<file path="src/rtl/int_pkg.sv">
// Shared interrupt id definitions; the downstream arbiter decodes the same values.
package int_pkg;
    localparam int IRQ_N_SRC = 3;
    localparam int IRQ_ID_W  = $clog2(IRQ_N_SRC + 1);

    typedef logic [IRQ_ID_W-1:0] irq_id_t;

    localparam irq_id_t IRQ_ID_NONE = irq_id_t'(0);
    localparam irq_id_t IRQ_ID_1    = irq_id_t'(1);
    localparam irq_id_t IRQ_ID_2    = irq_id_t'(2);
    localparam irq_id_t IRQ_ID_3    = irq_id_t'(3);
endpackage

</file>
<file path="src/rtl/irq_filter.sv">
// One interrupt line: synchroniser, debouncer and a rise pulse that is
// high during the cycle whose closing edge lifts the filtered level.
module irq_filter #(
    parameter int SYNC_STAGES     = 2,
    parameter int DEBOUNCE_CYCLES = 4
) (
    input  logic clk,
    input  logic CLR_n,
    input  logic raw,
    output logic rise
);
    localparam int CNT_W = (DEBOUNCE_CYCLES > 1) ? $clog2(DEBOUNCE_CYCLES) : 1;
    localparam logic [CNT_W-1:0] CNT_LAST = CNT_W'(DEBOUNCE_CYCLES - 1);

    logic [SYNC_STAGES-1:0] sync_q;
    logic                   s;
    logic                   f;
    logic [CNT_W-1:0]       cnt;
    logic                   hit;

    assign s = sync_q[SYNC_STAGES-1];
    // Final mismatching cycle: the level flips on this edge.
    assign hit  = (s != f) && (cnt == CNT_LAST);
    assign rise = hit && s;

    always_ff @(posedge clk or negedge CLR_n) begin
        if (!CLR_n) begin
            sync_q <= '0;
            f      <= 1'b0;
            cnt    <= '0;
        end else begin
            sync_q <= {sync_q[SYNC_STAGES-2:0], raw};
            if (s == f) begin
                cnt <= '0;
            end else if (hit) begin
                f   <= s;
                cnt <= '0;
            end else begin
                cnt <= cnt + 1'b1;
            end
        end
    end
endmodule

</file>
<file path="src/rtl/int_req_cond.sv">
// Interrupt request conditioner: per-line filtering, pending/overflow tracking,
// lowest-index priority presentation and non-nested in-service tracking.
module int_req_cond
    import int_pkg::*;
#(
    parameter int N_SRC           = IRQ_N_SRC,
    parameter int SYNC_STAGES     = 2,
    parameter int DEBOUNCE_CYCLES = 4,
    parameter int ID_W            = $clog2(N_SRC + 1)
) (
    input  logic             clk,
    input  logic             CLR_n,
    input  logic [N_SRC-1:0] irq_raw,
    input  logic             take,
    input  logic             eret,
    input  logic             ovf_clr,
    output logic             req_valid,
    output logic [ID_W-1:0]  req_id,
    output logic [N_SRC-1:0] pending,
    output logic [N_SRC-1:0] in_service,
    output logic [N_SRC-1:0] overflow
);
    logic [N_SRC-1:0] rise;
    logic [N_SRC-1:0] sel;
    logic [ID_W-1:0]  sel_id;
    logic [N_SRC-1:0] take_sel;
    logic [N_SRC-1:0] pend_kept;

    for (genvar i = 0; i < N_SRC; i++) begin : g_src
        irq_filter #(
            .SYNC_STAGES    (SYNC_STAGES),
            .DEBOUNCE_CYCLES(DEBOUNCE_CYCLES)
        ) u_filt (
            .clk  (clk),
            .CLR_n(CLR_n),
            .raw  (irq_raw[i]),
            .rise (rise[i])
        );
    end

    // Walk downward so the lowest-index pending source wins.
    always_comb begin
        sel    = '0;
        sel_id = ID_W'(IRQ_ID_NONE);
        for (int i = N_SRC - 1; i >= 0; i--) begin
            if (pending[i]) begin
                sel    = '0;
                sel[i] = 1'b1;
                sel_id = ID_W'(i + 1);
            end
        end
    end

    assign req_valid = (|pending) && (in_service == '0);
    assign req_id    = req_valid ? sel_id : ID_W'(IRQ_ID_NONE);

    assign take_sel  = (take && req_valid) ? sel : '0;
    assign pend_kept = pending & ~take_sel;

    // A new event on a still-pending source is lost and flagged; the set beats ovf_clr.
    always_ff @(posedge clk or negedge CLR_n) begin
        if (!CLR_n) begin
            pending    <= '0;
            in_service <= '0;
            overflow   <= '0;
        end else begin
            pending  <= pend_kept | rise;
            overflow <= (ovf_clr ? '0 : overflow) | (pend_kept & rise);
            if (|take_sel)
                in_service <= take_sel;
            else if (eret)
                in_service <= '0;
        end
    end
endmodule

</file>
<file path="config.mk">
export PLATFORM = sky130hd
export DESIGN_NAME = int_req_cond
export DESIGN_NICKNAME = d
export VERILOG_FILES = /design/src/rtl/int_pkg.sv /design/src/rtl/irq_filter.sv /design/src/rtl/int_req_cond.sv
export SDC_FILE = /design/constraint.sdc
export NUM_CORES = 1
export LEC_CHECK = 0
export BUFFER_PORTS_ARGS = -buffer_cell sky130_fd_sc_hd__buf_2
export CORE_AREA = 10 10 55 57
export CTS_BUF_LIST = sky130_fd_sc_hd__clkbuf_8 sky130_fd_sc_hd__clkbuf_16
export CTS_CLUSTER_SIZE = 40
export DETAILED_ROUTE_END_ITERATION = 10
export DIE_AREA = 0 0 65 67
export PLACE_DENSITY_LB_ADDON = 0.2
export RECOVER_POWER = 50
export SYNTH_ARGS = -nofsm -noshare
export SYNTH_HDL_FRONTEND = slang
export SYNTH_HIERARCHICAL = 1
export SYNTH_SLANG_ARGS = --single-unit
</file>
<file path="constraint.sdc">
create_clock -name clk -period 1.6 [get_ports clk]
set_input_delay 0 -clock clk [delete_from_list [all_inputs] [get_ports clk]]
set_output_delay 0 -clock clk [all_outputs]
set_load 0.005 [all_outputs]
</file>
==> reports/metrics.yaml <==
run_status:
  status: "complete, no violations"
routing:
  wl_per_cell_um: 12.5
  drt-initial-drc-count: 13
  num_vias: 668
  dr.pass1.iters: 4
  finalWirelength_mm: 1.67
  drc: 0
  viasPerCell: 4.99
  ant_nets: 0
synthesis:
  syn_avg_cell_area_sq_um: 11.8
  syn_nets: 93
  synth_cells: 82
  netlist.area_leader.share: 0.623
  synth_area_leader_cell: "dfrtp_1"
  synth.yosys.seq_area_share: 0.623
  synth_area_leaders: "dfrtp_1 62%, ha_1 3.9%, nor2_1 3.5%"
  ys_seq_elements: 24
  yosys_warnings: 6
  netlist_area_sq_um: 965
  ys_types: 22
pwr:
  p_leak_uw: 0.000580
  p_int_uw: 1120
  p_comb_frac: 0.261
  cellPowerDensity_mw_per_mm2: 1370
  netSwitchingFraction: 0.303
  ir_worst_vdd_uv: 969
  p_switching_uw: 489
  pwr-share-seq: 0.535
  power_uw: 1610
  p_clk_frac: 0.205
final_layout:
  nNetsFinal: 120
  regArea_sq_um: 601
  final_util: 0.605
  multi_input_area_sq_um: 333
  fin_area_sq_mm: 0.00117
  drive_gt1_frac: 0.234
  area_delta_synth_final_pct: 21.8
  fin_cells: 134
  n_fill_cell: 180
  antennaDiodeCount: 0
worst_setup_path:
  critPathMaxFanout: 4
  end_kind: "output pin"
  path_class: "flip-flop to output pin"
  worst_ep_required_time_ns: 1.60
  crit_path_start_kind: "flip-flop"
  cp.arrival_ns: 1.42
clocking:
  cts_buffer_depth: 2
  clock_sinks: 24
  cts.htree.levels: 1
  clockRootBuffer: "clkbuf_8"
  path_clk_slew_ns: 0.07
  clock_latency_ns: 0.25
  cts_tree: "done"
  post_cts_buffers: 0
  numCtsBuffers: 3
job:
  maxCapViolations: 0
sta:
  finClkSkew_ns: 0.00222
  grt_setup_unrepaired: "false"
  tightest_slew_ns: 1.22
  tns_ns: 0
  finalSetupViolCount: 0
  fin_crit_ns: 1.42
  post-route-period-util: 0.886
  max_freq_mhz: 706
  hold_violations: 0
  max_slew_margin: 0.186
  slew_violations: 0
global_routing:
  first_global_vias: 686
  grt_start_max_net_pins: 25
  overflow: 0
  gr-usage-all-layers: 0.0841
  antenna_found_initial: 0
  grt_pass1_wl_mm: 2.92
die:
  ios: 20
  fp.coreArea_sq_mm: 0.00194
  fp.dieW_um: 65
  start_util: 0.497
  chipHeight_um: 67
  die_area_sq_mm: 0.00436
  core.rowCount: 16
placed_design:
  place_inst: 126
  gp_congestion: 0.773
  io_buffers: 19
  dp_hpwl_mm: 1.29
  place_area_sq_mm: 0.00108
min_path:
  hp-class: "input port to flip-flop"
what timing repair did:
| item | CTS | global route |
|---|---|---|
| hold endpoints to repair | 28 | 0 |
| hold buffers | 5 | 0 |
| resized for setup | 0 | 0 |
through the flow:
step	worst slack [ns]	hold WS (ns)
after global placement	0.367	0.00368
after floorplan	0.463	-0.296
after global routing	0.0689	0.0884
final	0.183	0.0764
after CTS	0.170	0.0646
after detailed placement	0.346	0.00172
critical path, stage by stage, from the launching register on:
cell and delay (ns):
dfrtp_1 0.43, or3_1 0.43, nor3_1 0.17, buf_2 0.14
cell usage after synthesis, drive strengths merged:
library cell / number
dfrtp: 24
nor2: 9
inv: 6
nand2: 6
nor3: 6
a21oi: 3
ha: 3
nand2b: 3
nor2b: 3
o211ai: 3
o21ai: 3
xnor2: 3
a32o: 2
a22o: 1
buf: 1
clkbuf: 1
nand3: 1
nor4b: 1
o21bai: 1
o22ai: 1
or3: 1
kinds of logic (layout without fill, tap and decap cells):
logic type,count (synthesis),in the layout,share of synthesized area
simple gates,30,30,0.180
flops,24,24,0.623
compound gates,14,14,0.0986
buf+inv,8,33,0.0324
fa+ha+maj,3,3,0.0389
xor+xnor,3,3,0.0272
path summary, 6_finish.rpt:
kind	endpoint	from	depth (start not counted)	slack, ns
worst max-delay path	req_id[1]	in_service[2]	3	0.18
worst min-delay path	in_service[1]	eret	3	0.08
worst max register to register	in_service[2]	in_service[2]	2	0.34
worst min register to register	g_src[2].u_filt/sync_q[1]	g_src[2].u_filt/sync_q[0]	0	0.35
max in group asynchronous	in_service[2]	CLR_n	2	0.36
min in group asynchronous	g_src[1].u_filt/cnt[0]	CLR_n	2	0.52
area by class of cell:
type / count / share of cell area
inverters: 6 / 0.0192
multi-input cells: 50 / 0.283
clock buffers: 3 / 0.0351
repair buffers: 24 / 0.122
flip-flops and latches: 24 / 0.511
well taps: 27 / 0.0288
sequential cells by signal, indices dropped and copies added, names as in the netlist:
register / flops
g_src.u_filt/cnt: 6
g_src.u_filt/sync_q: 6
g_src.u_filt/f: 3
in_service: 3
overflow: 3
pending: 3
metal layers:
| metal | GRT usage | vias up | share of wire |
|---|---|---|---|
| met2 | 0.140 | 14 | 0.51 |
| met5 | 0 | - | 0 |
| met1 | 0.0908 | 324 | 0.42 |
| met3 | 0.0301 | 4 | 0.055 |
| met4 | 0.0481 | 0 | 0.017 |
| li1 | - | 326 | - |
placed cells by master (no fill, tap or decap), types with 2 or more instances in the layout:
cell type,n
dfrtp_1,24
nor3_1,3
nor2b_1,3
nand2b_1,3
dlygate4sd3_1,5
nand2_1,6
nor2_1,9
clkbuf_8,3
o21ai_0,3
ha_1,3
a21oi_1,3
a32o_1,2
xnor2_1,3
o211ai_1,3
buf_2,18
inv_1,6
nor3_2,3
power groups by stage:
stage	clock [uW]	sequential [uW]	combinational, uW
final	330	862	420
after global routing	367	886	491
after CTS	345	865	432
after detailed placement	0	877	417
after global placement	0	864	403
after floorplan	0	835	308
Power figures use the tool's default switching activity.
